File: src/rtl/game_pkg.sv
// Shared types and constants for the four-lane rhythm game: game states,
// lane geometry and the spawn LFSR step.
package game_pkg;

  typedef enum logic [1:0] {
    IDLE = 2'd0,
    PLAY = 2'd1,
    OVER = 2'd2
  } game_state_t;

  localparam int NUM_LANES   = 4;
  localparam int SCREEN_ROWS = 480;
  localparam int ROW_W       = 10;

  localparam int LANE_GREEN  = 0;
  localparam int LANE_YELLOW = 1;
  localparam int LANE_BLUE   = 2;
  localparam int LANE_ORANGE = 3;

  // Fibonacci LFSR, taps 8,6,5,4 (bits 7,5,4,3), shifting toward the MSB.
  function automatic logic [7:0] lfsr_step(input logic [7:0] v);
    return {v[6:0], v[7] ^ v[5] ^ v[4] ^ v[3]};
  endfunction

  function automatic logic [2:0] popcount4(input logic [3:0] v);
    return {2'b0, v[0]} + {2'b0, v[1]} + {2'b0, v[2]} + {2'b0, v[3]};
  endfunction

endpackage

File: src/rtl/bcd_score_counter.sv
// Five-digit BCD score register: adds 0..4 per cycle, saturates at 99999,
// synchronous clear has priority over the add.
module bcd_score_counter (
  input  logic        clk,
  input  logic        rst_n,
  input  logic        clr,
  input  logic [2:0]  add,
  output logic [19:0] score
);

  logic [19:0] score_next;
  logic [4:0]  digit_sum;
  logic [2:0]  carry;

  // NOTE: every variable written here gets a value before any branch, so no latch is inferred.
  always_comb begin
    score_next = score;
    digit_sum  = '0;
    carry      = add;
    for (int d = 0; d < 5; d++) begin
      digit_sum = {1'b0, score[4*d +: 4]} + {2'b0, carry};
      if (digit_sum > 5'd9) begin
        score_next[4*d +: 4] = 4'(digit_sum - 5'd10);
        carry                = 3'd1;
      end else begin
        score_next[4*d +: 4] = digit_sum[3:0];
        carry                = 3'd0;
      end
    end
    if (carry != 3'd0) score_next = 20'h99999;
  end

  // NOTE: sequential state uses non-blocking assignments so all registers update together.
  always_ff @(posedge clk or negedge rst_n) begin
    if (!rst_n)   score <= '0;
    else if (clr) score <= '0;
    else          score <= score_next;
  end

endmodule

File: src/rtl/note_scheduler.sv
// Note scheduler for a four-lane falling-note game: spawns notes from an LFSR,
// moves them once per frame and scores button presses against a hit window.
module note_scheduler
  import game_pkg::*;
#(
  parameter int         FALL_STEP    = 4,
  parameter int         SPAWN_PERIOD = 30,
  parameter int         HIT_TOP      = 400,
  parameter int         HIT_BOT      = 440,
  parameter int         MAX_MISS     = 3,
  parameter logic [7:0] LFSR_SEED    = 8'hA5
) (
  input  logic                                clk,
  input  logic                                rst_n,
  input  logic                                frame_tick,
  input  logic [NUM_LANES-1:0]                btn,
  output logic [NUM_LANES-1:0]                note_valid,
  output logic [NUM_LANES-1:0][ROW_W-1:0]     note_row,
  output logic [19:0]                         score_bcd,
  output logic [1:0]                          miss_cnt,
  output game_state_t                         state
);

  localparam int CNT_W = $clog2(SPAWN_PERIOD + 1);
  localparam logic [CNT_W-1:0] SPAWN_LAST = CNT_W'(SPAWN_PERIOD - 1);
  localparam logic [ROW_W:0]   STEP_R     = (ROW_W + 1)'(FALL_STEP);
  localparam logic [ROW_W:0]   BOTTOM_R   = (ROW_W + 1)'(SCREEN_ROWS);
  localparam logic [ROW_W-1:0] HIT_TOP_R  = ROW_W'(HIT_TOP);
  localparam logic [ROW_W-1:0] HIT_BOT_R  = ROW_W'(HIT_BOT);
  localparam logic [1:0]       MISS_LIM   = 2'(MAX_MISS);

  game_state_t                    state_next;
  logic [NUM_LANES-1:0]           btn_q;
  logic [NUM_LANES-1:0]           rise;
  logic [CNT_W-1:0]               spawn_cnt, spawn_cnt_next;
  logic [7:0]                     lfsr_q, lfsr_next;
  logic [NUM_LANES-1:0]           valid_next, hit_mask;
  logic [NUM_LANES-1:0][ROW_W-1:0] row_next;
  logic [1:0]                     miss_next;
  logic [3:0]                     miss_sum;
  logic [4:0]                     miss_total;
  logic [ROW_W:0]                 moved;
  logic                           score_clr;

  assign rise = btn & ~btn_q;

  always_ff @(posedge clk or negedge rst_n) begin
    if (!rst_n) state <= IDLE;
    else        state <= state_next;
  end

  always_comb begin
    state_next = state;
    case (state)
      IDLE:    if (|rise) state_next = PLAY;
      PLAY:    if (miss_cnt == MISS_LIM) state_next = OVER;
      OVER:    if (|rise) state_next = IDLE;
      default: state_next = IDLE;
    endcase
  end

  always_comb begin
    valid_next     = note_valid;
    row_next       = note_row;
    miss_next      = miss_cnt;
    spawn_cnt_next = spawn_cnt;
    lfsr_next      = lfsr_q;
    hit_mask       = '0;
    miss_sum       = '0;
    miss_total     = '0;
    moved          = '0;
    score_clr      = 1'b0;

    if (state == IDLE && state_next == PLAY) begin
      valid_next     = '0;
      miss_next      = '0;
      spawn_cnt_next = '0;
      score_clr      = 1'b1;
    end else if (state == PLAY && state_next == PLAY) begin
      for (int l = 0; l < NUM_LANES; l++) begin
        // Presses see the pre-tick row; a hit note is removed before it can move.
        if (rise[l]) begin
          if (note_valid[l] && note_row[l] >= HIT_TOP_R && note_row[l] <= HIT_BOT_R) begin
            hit_mask[l]   = 1'b1;
            valid_next[l] = 1'b0;
          end else begin
            miss_sum = miss_sum + 4'd1;
          end
        end
        if (frame_tick && note_valid[l] && !hit_mask[l]) begin
          moved = {1'b0, note_row[l]} + STEP_R;
          if (moved >= BOTTOM_R) begin
            valid_next[l] = 1'b0;
            row_next[l]   = '0;
            miss_sum      = miss_sum + 4'd1;
          end else begin
            row_next[l] = moved[ROW_W-1:0];
          end
        end
      end

      if (frame_tick) begin
        if (spawn_cnt == SPAWN_LAST) begin
          spawn_cnt_next = '0;
          lfsr_next      = lfsr_step(lfsr_q);
          if (!valid_next[lfsr_next[1:0]]) begin
            valid_next[lfsr_next[1:0]] = 1'b1;
            row_next[lfsr_next[1:0]]   = '0;
          end
        end else begin
          spawn_cnt_next = spawn_cnt + 1'b1;
        end
      end

      miss_total = {3'b0, miss_cnt} + {1'b0, miss_sum};
      miss_next  = (miss_total >= {3'b0, MISS_LIM}) ? MISS_LIM : miss_total[1:0];
    end else if (state == PLAY) begin
      valid_next = '0;
    end
  end

  always_ff @(posedge clk or negedge rst_n) begin
    if (!rst_n) begin
      btn_q      <= '0;
      note_valid <= '0;
      note_row   <= '0;
      miss_cnt   <= '0;
      spawn_cnt  <= '0;
      lfsr_q     <= LFSR_SEED;
    end else begin
      btn_q      <= btn;
      note_valid <= valid_next;
      note_row   <= row_next;
      miss_cnt   <= miss_next;
      spawn_cnt  <= spawn_cnt_next;
      lfsr_q     <= lfsr_next;
    end
  end

  bcd_score_counter u_score (
    .clk   (clk),
    .rst_n (rst_n),
    .clr   (score_clr),
    .add   (popcount4(hit_mask)),
    .score (score_bcd)
  );

endmodule

File: config.mk
export PLATFORM = sky130hd
export DESIGN_NAME = note_scheduler
export DESIGN_NICKNAME = d
export VERILOG_FILES = /design/src/rtl/game_pkg.sv /design/src/rtl/bcd_score_counter.sv /design/src/rtl/note_scheduler.sv
export SDC_FILE = /design/constraint.sdc
export NUM_CORES = 1
export LEC_CHECK = 0
export BUFFER_PORTS_ARGS = -buffer_cell sky130_fd_sc_hd__buf_4
export CAP_MARGIN = 20
export CORE_ASPECT_RATIO = 0.5
export CORE_UTILIZATION = 32
export DETAILED_ROUTE_END_ITERATION = 16
export PLACE_DENSITY_LB_ADDON = 0.15
export SLEW_MARGIN = 40
export SYNTH_ARGS = -nofsm -noshare
export SYNTH_HDL_FRONTEND = slang
export SYNTH_SLANG_ARGS = --single-unit
File: constraint.sdc
create_clock -name clk -period 11.7 [get_ports clk]
set_input_delay 0.585 -clock clk [delete_from_list [all_inputs] [get_ports clk]]
set_output_delay 0.585 -clock clk [all_outputs]
set_load 0.05 [all_outputs]
==> results of run 1 <==
## power by group
group	switching, W	internal (W)	total, W
sequential	0.0000177	0.000305	0.000323
combinational	0.000147	0.0000648	0.000212
clock	0.000124	0.000167	0.000291
## flip-flops by register name, summed over array words and instances, names as in the netlist
register	cells
note_valid	4
miss_cnt	2
spawn_cnt	5
state	2
u_score.score	20
lfsr_q	8
note_row	40
btn_q	4
## final timing paths
kind / slack [ns] / start / end
setup / recovery: 2.78 / note_row[36] / u_score.score[10]
hold / removal: 0.09 / rst_n / note_row[33]
setup reg to reg: 2.78 / note_row[36] / u_score.score[10]
hold reg to reg: 0.51 / lfsr_q[6] / lfsr_q[7]
max in group asynchronous: 10.67 / rst_n / u_score.score[15]
min in group clk: 0.36 / btn[1] / btn_q[1]
## critical path: cells and delay by family (launching register included)
kind                       cells  cell delay (ns)
adders and majority gates     11             3.29
AOI/OAI and AO/OA             11             3.07
and+or+nand+nor                4             1.05
buffers and inverters          6             0.59
DFF                            1             0.47
muxes                          1             0.35
## per-stage QoR
stage | std cells | util, % | total power [W] | worst slack, ns | instance area (µm²)
floorplan | 666 | - | 0.000469 | 3.54 | 5930
global placement | 953 | 37.7 | 0.000538 | 3.10 | 6690
detailed placement | 953 | 37.8 | 0.000544 | 2.70 | 6710
CTS | 969 | 39.5 | 0.000838 | 2.69 | 7010
global route | 969 | 39.5 | 0.000872 | 1.99 | 7010
finish | 969 | 39.5 | 0.000826 | 2.78 | 7010
## synthesized netlist by cell type (4+ instances only)
master / n / area share [%]
sky130_fd_sc_hd__a22o_1: 4 / 0.59
sky130_fd_sc_hd__or2_2: 4 / 0.42
sky130_fd_sc_hd__a21oi_1: 35 / 3.0
sky130_fd_sc_hd__xor2_1: 7 / 1.0
sky130_fd_sc_hd__nor2b_1: 13 / 1.4
sky130_fd_sc_hd__dfrtp_1: 81 / 34
sky130_fd_sc_hd__nor3b_1: 4 / 0.51
sky130_fd_sc_hd__o211ai_1: 5 / 0.63
sky130_fd_sc_hd__a41oi_1: 4 / 0.59
sky130_fd_sc_hd__or3_1: 7 / 0.74
sky130_fd_sc_hd__nor3_1: 15 / 1.3
sky130_fd_sc_hd__nand2_1: 75 / 4.7
sky130_fd_sc_hd__nand4_1: 7 / 0.74
sky130_fd_sc_hd__o21a_1: 5 / 0.63
sky130_fd_sc_hd__inv_1: 36 / 2.3
sky130_fd_sc_hd__ha_1: 32 / 6.8
sky130_fd_sc_hd__a2111oi_0: 4 / 0.59
sky130_fd_sc_hd__o31ai_1: 8 / 1.0
sky130_fd_sc_hd__o21ai_0: 50 / 4.2
sky130_fd_sc_hd__a21boi_0: 5 / 0.63
sky130_fd_sc_hd__nand2b_1: 6 / 0.63
sky130_fd_sc_hd__xnor2_1: 21 / 3.1
sky130_fd_sc_hd__a32oi_1: 4 / 0.59
sky130_fd_sc_hd__dfstp_2: 4 / 1.8
sky130_fd_sc_hd__and3_1: 15 / 1.6
sky130_fd_sc_hd__nor2_1: 47 / 3.0
sky130_fd_sc_hd__fa_1: 4 / 1.4
sky130_fd_sc_hd__mux2_2: 12 / 2.3
sky130_fd_sc_hd__a21o_1: 10 / 1.3
sky130_fd_sc_hd__o2111ai_1: 4 / 0.59
sky130_fd_sc_hd__clkbuf_1: 16 / 1.0
sky130_fd_sc_hd__nand3_1: 29 / 2.4
sky130_fd_sc_hd__and2_1: 12 / 1.3
## placed cells by master, fill, tap and decap left out, types with 8 or more instances in the layout
cell type	netlist	final
sky130_fd_sc_hd__inv_1	36	36
sky130_fd_sc_hd__and3_1	15	15
sky130_fd_sc_hd__and2_1	12	12
sky130_fd_sc_hd__xnor2_1	21	21
sky130_fd_sc_hd__buf_4	3	77
sky130_fd_sc_hd__nand2_1	75	75
sky130_fd_sc_hd__mux2_2	12	12
sky130_fd_sc_hd__nor2_1	47	47
sky130_fd_sc_hd__a21o_1	10	10
sky130_fd_sc_hd__nor3_1	15	14
sky130_fd_sc_hd__ha_1	32	32
sky130_fd_sc_hd__clkbuf_16	0	9
sky130_fd_sc_hd__nor2b_1	13	13
sky130_fd_sc_hd__dfrtp_1	81	81
sky130_fd_sc_hd__o21ai_0	50	50
sky130_fd_sc_hd__nand3_1	29	29
sky130_fd_sc_hd__a21oi_1	35	35
sky130_fd_sc_hd__o31ai_1	8	8
## cell families (layout without fill, tap and decap cells)
group                    Yosys count  after routing  synth area share, %
AO/OA/AOI/OAI                    177            177                 20.5
adder cells (fa/ha/maj)           36             36                 8.10
XOR/XNOR                          33             33                 5.82
AND/OR/NAND/NOR                  259            259                 22.5
flip-flops                        85             85                 36.0
multiplexers                      15             15                 2.79
buffers and inverters             61            130                 4.33
## final cells by class
type,count,area [µm²],share of cell area (%)
repair buffers,78,589,8.41
clock buffers,11,233,3.32
inverters,36,135,1.93
well taps,234,293,4.18
clock inverters,5,61.3,0.875
multi-input cells,520,3560,50.9
flip-flops and latches,85,2130,30.4
## metal layers
metal  GRT usage, %  vias to the layer above
met5              0                        -
met4           2.75                        0
met3           3.59                        9
met2           24.6                       74
met1           23.0                     2477
li1               -                     2532
==> flow_results.org, run 1 <==
** Outcome
- The run finished with clean final reports.

** Place
- Input and output buffers added on the ports amount to 74.
- Post-DP HPWL :: 10900 µm
- Routability-driven placement finished with a final weighted congestion of 0.858.

** Global routing
- In the global route stage, overall resource usage came out at 16.0%.
- First-pass GRT wire length :: 24700 µm
- The number of global-route vias before repair is 4739.
- Antenna violations before repair :: 0
- Maximum number of pins on one net before global-route repair :: 72
- Grt ovf :: 0

** Cells and area
- Total of fill cells in the finished design :: 1795
- Relative area change from synthesis to final layout :: 18.2%
- The post-route netlist has 18.5% of its cells at a drive strength greater than 1.
- At the end of the flow, the number of nets in the layout was 773.
- The repair_antennas step left the layout with diodes totalling 0.

** Routing
- For this block, the routed nets add up to 15000 µm of wire.
- Metal-1 WL :: 7880 µm
- Detailed routing placed a total of 6550 µm of wire on met2.
- DRT iter0 DRCs :: 321
- Wire segments on met3 add up to 475 µm in the final route.
- After detailed routing, the average wire length per cell comes to 15.5 µm.
- Total number of vias :: 5092
- The pre-antenna-repair detailed-routing pass consisted of 4 iterations.
- Per-cell via count in the routed design :: 5.25
- Number of nets still failing antenna checks after routing :: 0
- Final routed DRC violation total :: 0
- The detailed router used layers up to and including met4.

** Clock network
- # H-tree levels :: 3
- Post-cts resize count :: 0
- Latest clock arrival within the worst-skew pair :: 0.34 ns
- The tree is rooted in a sky130_fd_sc_hd__clkbuf_16.
- Maximum clock insertion buffer count :: 2
- Clock net sink count :: 85
- In this run, post-CTS hold repair placed 0 buffers.
- Total clock buffers created by CTS :: 9
- Post-CTS setup buffers :: 0
- TritonCTS clock tree :: built
- Clock-pin slew on the worst setup and hold paths :: 0.07 ns

** STA
- Final hold analysis gives a worst-case slack of 0.0867 ns.
- Final sum of negative setup slack :: 0 ns
- Achievable clock frequency :: 112 MHz
- Worst slew margin relative to its limit :: 53.6%
- Number of hold-slack violations in the final timing report :: 0
- Final setup violation count :: 0
- In the finished design, the share of the clock period the worst path needs comes to 76.2%.
- At the pin with the least slew margin, the transition time is 0.696 ns.
- Number of pins exceeding their max-slew limit in the final report :: 0
- Setup repair after global routing left no endpoint under its margin.
- Counting I/O delays and the setup requirement, the final critical path takes 8.92 ns.
- Final setup skew :: 0.00975 ns

** Die
- Width of the die :: 195 µm
- The floorplan has 34 rows.
- Area of the core region :: 17700 µm²
- The floorplan step set the die height to 98.3 µm.
- 75 I/O pins were placed.
- Initial core utilization :: 33.4%
- DIE AREA :: 19100 µm²

** Power
- Peak supply drop :: 0.0659 mV
- Summed over all cells, the static leakage comes to 3.25 nW.
- Pwr per Cell Area :: 118 nW/µm²

** Yosys
- In this run, distinct cell masters in the synthesized netlist total 82.
- Yosys warning count :: 0
- In this run, synthesis produced a sequential element count of 85.
- Counting every instance in the synthesized netlist gives 666.
- The share of the Yosys chip area taken by registers is 36.0%.
- Counting flops with an async set or reset pin after synthesis yields a share of 100%.
- Net count after synthesis :: 709
- Post-synth top flop :: sky130_fd_sc_hd__dfrtp_1
- Synth Area per Inst :: 8.90 µm²
- The synthesized netlist occupies a cell area of 5930 µm².
- Post-synth EDFFs :: 0

** Setup path
- The most numerous cell type found on the critical path is sky130_fd_sc_hd__ha_1.
- Data on the critical path is required at its endpoint by 11.92 ns.
- Maximum single-stage delay on the critical path :: 0.54 ns
- STA classifies the critical path startpoint as a register.
- In this run the worst path has a maximum fanout of 10.
- CP Data Arrival Time :: 9.13 ns
- Worst Setup End Kind :: register
- Register-to-Register Path Depth :: 33
- The critical path in this run is classified as register to register.
- Slowest cell on the critical path :: sky130_fd_sc_hd__fa_1

** Worst hold path
- The worst hold path belongs to the class primary input to async pin.

** Job
- Number of max-cap violations :: 0
Power figures use the tool's default switching activity.
==> inputs of run 2 (changes only) <==
==> constraint.sdc (replaced) <==
create_clock -name clk -period 9.2 [get_ports clk]
set_input_delay 0.46 -clock clk [delete_from_list [all_inputs] [get_ports clk]]
set_output_delay 0.46 -clock clk [all_outputs]
set_load 0.05 [all_outputs]
==> flow_results.org, run 2 (synthesized netlist as in run 1, its figures left out) <==
** Outcome
- The flow ran to the end, and the final reports show no timing, DRC or antenna violations.

** Setup path
- The reg-to-reg setup timing slack came to 0.66 ns (-2.12 ns).
- Worst Setup End Kind :: register
- The critical path starts at note_row[2].
- CP Launch Type :: register
- The startpoint identified for the worst register-to-register timing path is note_row[2].
- Register-to-Register Path Depth :: 33 (unchanged)
- CP Data Arrival Time :: 8.75 ns (-0.38 ns)
- The largest individual stage delay along the critical path comes from the cell sky130_fd_sc_hd__fa_1.
- The largest stage delay on the critical path was 0.60 ns (+0.06 ns).
- The cell that appears most often on the critical path is sky130_fd_sc_hd__ha_1.
- The highest net fanout along the worst path was 10 (unchanged).
- Endpoint of the most critical register-to-register path :: u_score.score[6]
- The data required time of the critical path came to 9.41 ns (-2.51 ns).
- Kind of critical path :: register to register

** Power
- Internal power of the cells :: 0.000687 W (+28%)
- Logic pwr share :: 26.3% (+0.7 points)
- The worst IR drop on VDD was 0.0881 mV (+34%).
- Sequential group share of total power :: 39.2% (about the same)
- The reported leakage power came to 3.28 nW (+1.2%).
- The part of the power in the clock network came to 34.5% (-0.7 points).
- Net Sw Power :: 0.000363 W (+26%)
- Proportion of total power due to net switching :: 34.5% (-0.45 points)
- The total power density per cell area came to 148 nW/µm² (+26%).

** STA
- Number of pins exceeding their max-slew limit in the final report :: 0 (unchanged)
- Setup repair after global routing left no endpoint under its margin.
- The portion of the clock cycle consumed by the worst path in the final layout came to 92.8% (+17 points).
- The accumulated negative setup slack was 0 ns (unchanged).
- Final worst hold slack :: 0.242 ns (+0.155 ns)
- Slew at the pin with the worst max-slew slack :: 0.729 ns (+0.0336 ns)
- Final setup violation count :: 0 (unchanged)
- Clock period minus worst slack :: 8.54 ns (-0.379 ns)
- The achievable clock frequency was 117 MHz (+4.4%).
- Worst slew margin relative to its limit :: 50.9% (-2.8 points)
- Final setup skew :: 0.0140 ns (+0.00423 ns)
- The number of failing hold endpoints at the final stage was 0 (unchanged).

** Cells and area
- The number of filler instances in the final layout was 1802 (+0.39%).
- The multi-input logic area is 3590 µm² (+0.84%).
- Nets@finish :: 778 (+0.65%)
- Largest registers :: note_row (40), u_score.score (20), lfsr_q (8)
- Ranked by flip-flop count, first place goes to note_row.
- The number of non-filler instances in the completed layout is 974 (+0.52%).
- The flip-flop count of the largest register, all copies and words added is 40 (unchanged).
- FF/Latch Area :: 2130 µm² (unchanged)
- The total inserted antenna cells was 0 (unchanged).
- Core utilization of the finished layout :: 39.9% (+0.39 points)
- Layout cell share with drive strength beyond 1 :: 19.7% (+1.2 points)
- From synthesis to final layout, the design area changed by 19.4%.
- Commonest cells after routing, fill and taps aside :: 81 x sky130_fd_sc_hd__dfrtp_1, 81 x sky130_fd_sc_hd__buf_4, 74 x sky130_fd_sc_hd__nand2_1, 50 x sky130_fd_sc_hd__o21ai_0, 47 x sky130_fd_sc_hd__nor2_1

** Die
- Total number of placement rows :: 34 (unchanged)
- The die height came to 98.3 µm (unchanged).
- Initial core utilization :: 33.4% (unchanged)
- DIE AREA :: 19100 µm² (unchanged)
- Area of the core region :: 17700 µm² (unchanged)
- The x dimension of the die is 195 µm (unchanged).
- Count of boundary I/O pins :: 75 (unchanged)

** Global routing
- The number of antenna violations at the first check in global routing is 0 (unchanged).
- Via count of the first global-routing pass :: 4882 (+3.0%)
- The remaining global-route overflow is 0 (unchanged).
- Gr usage total :: 16.1% (+0.18 points)
- The first-pass GRT wire length came to 25200 µm (+2.2%).
- The pin count of the biggest net entering global routing came to 72 (unchanged).

** Worst hold path
- Counting instances, the worst hold path has a depth of 1.
- Min-Delay Startpoint :: btn[1]
- HP Class :: primary input to register
- Min-Delay Endpoint :: btn_q[1]

** Clock network
- The number of buffers on the longest clock path came to 2 (unchanged).
- TritonCTS clock tree :: built
- Clock net sink count :: 85 (unchanged)
- Clock tree synthesis selected as its root buffer the cell sky130_fd_sc_hd__clkbuf_16.
- The clock-pin slew reported for the worst setup and hold paths after clock tree synthesis came to 0.07 ns (about the same).
- The maximum level of the CTS H-tree was 3 (unchanged).
- Latest clock arrival within the worst-skew pair :: 0.34 ns (about the same)
- Total clock buffers created by CTS :: 9 (unchanged)

** Routing
- Final routed DRC violation total :: 0 (unchanged)
- The first-pass detailed-route iteration total is 6 (+2).
- The routed wire length is 14900 µm (-0.37%).
- The average wire per cell in the routed design is 15.3 µm (-0.88%).
- Total number of vias :: 5090 (-0.039%)
- The number of vias per cell after detailed routing was 5.23 (-0.55%).
- The number of DRC markers after the initial detailed-route iteration came to 249 (-22%).
- Number of nets still failing antenna checks after routing :: 0 (unchanged)

** Place
- The number of placed instances, taps included came to 955 (+0.21%).
- The count of input and output buffers is 74 (unchanged).
- The detailed-placement wirelength estimate was 11100 µm (+1.2%).
- The final RePlAce weighted congestion is 0.831 (-3.1%).

** Job
- Number of max-cap violations :: 0 (unchanged)
-- run 2: how the worst max path moves through the flow --
stage	endpoint	slack, ns	depth (start not counted)
global placement	u_score.score[14]	0.80	33
finish	u_score.score[6]	0.66	33
global route	u_score.score[14]	0.06	34
CTS	u_score.score[10]	0.38	33
detailed placement	u_score.score[10]	0.44	33
floorplan	u_score.score[10]	1.04	34
-- run 2: final cells by class --
cell class | instances | area share, %
Multi-Input combinational cell | 520 | 50.8
Sequential cell | 85 | 30.1
Timing Repair Buffer | 83 | 8.89
Tap cell | 234 | 4.14
Clock buffer | 11 | 3.29
Inverter | 36 | 1.91
Clock inverter | 5 | 0.866
-- run 2: what timing repair did --
action                                  CTS  global route
endpoints found under the setup margin    0             7
endpoints found under the hold margin    14             0
hold buffers                              1             0
setup buffers                             0             2
resized for setup                         0             9
-- run 2: worst max-delay path: cells and delay by family (launching register included) --
family,cells,cell delay (ns)
flip-flops,1,0.45
AO/OA/AOI/OAI,11,2.83
multiplexers,1,0.36
AND/OR/NAND/NOR,4,0.81
buffers and inverters,6,0.59
adder cells (fa/ha/maj),11,3.38
-- run 2: metal layers --
layer	GRT usage [%]	vias up	share of wire, %
met3	2.97	9	3.6
met1	23.4	2450	52
met4	2.81	0	0.51
met5	0	-	0
li1	-	2544	-
met2	25.2	87	44
-- run 2: per-stage QoR --
| stage | worst slack [ns] | area [µm²] | power (W) |
|---|---|---|---|
| 6_report | 0.661 | 7080 | 0.00105 |
| 5_1_grt | 0.0596 | 7080 | 0.00112 |
| 4_1_cts | 0.380 | 7030 | 0.00107 |
| 3_5_place_dp | 0.442 | 6720 | 0.000697 |
| 3_3_place_gp | 0.801 | 6710 | 0.000691 |
| 2_1_floorplan | 1.04 | 5930 | 0.000596 |
-- run 2: power by group through the flow --
stage                     combinational (W)  clock, W  sequential, W
after detailed placement           0.000278         0       0.000419
final                              0.000276  0.000363       0.000411
after CTS                          0.000279  0.000377       0.000412
after global routing               0.000307  0.000395       0.000415
after floorplan                    0.000154         0       0.000442
after global placement             0.000275         0       0.000417
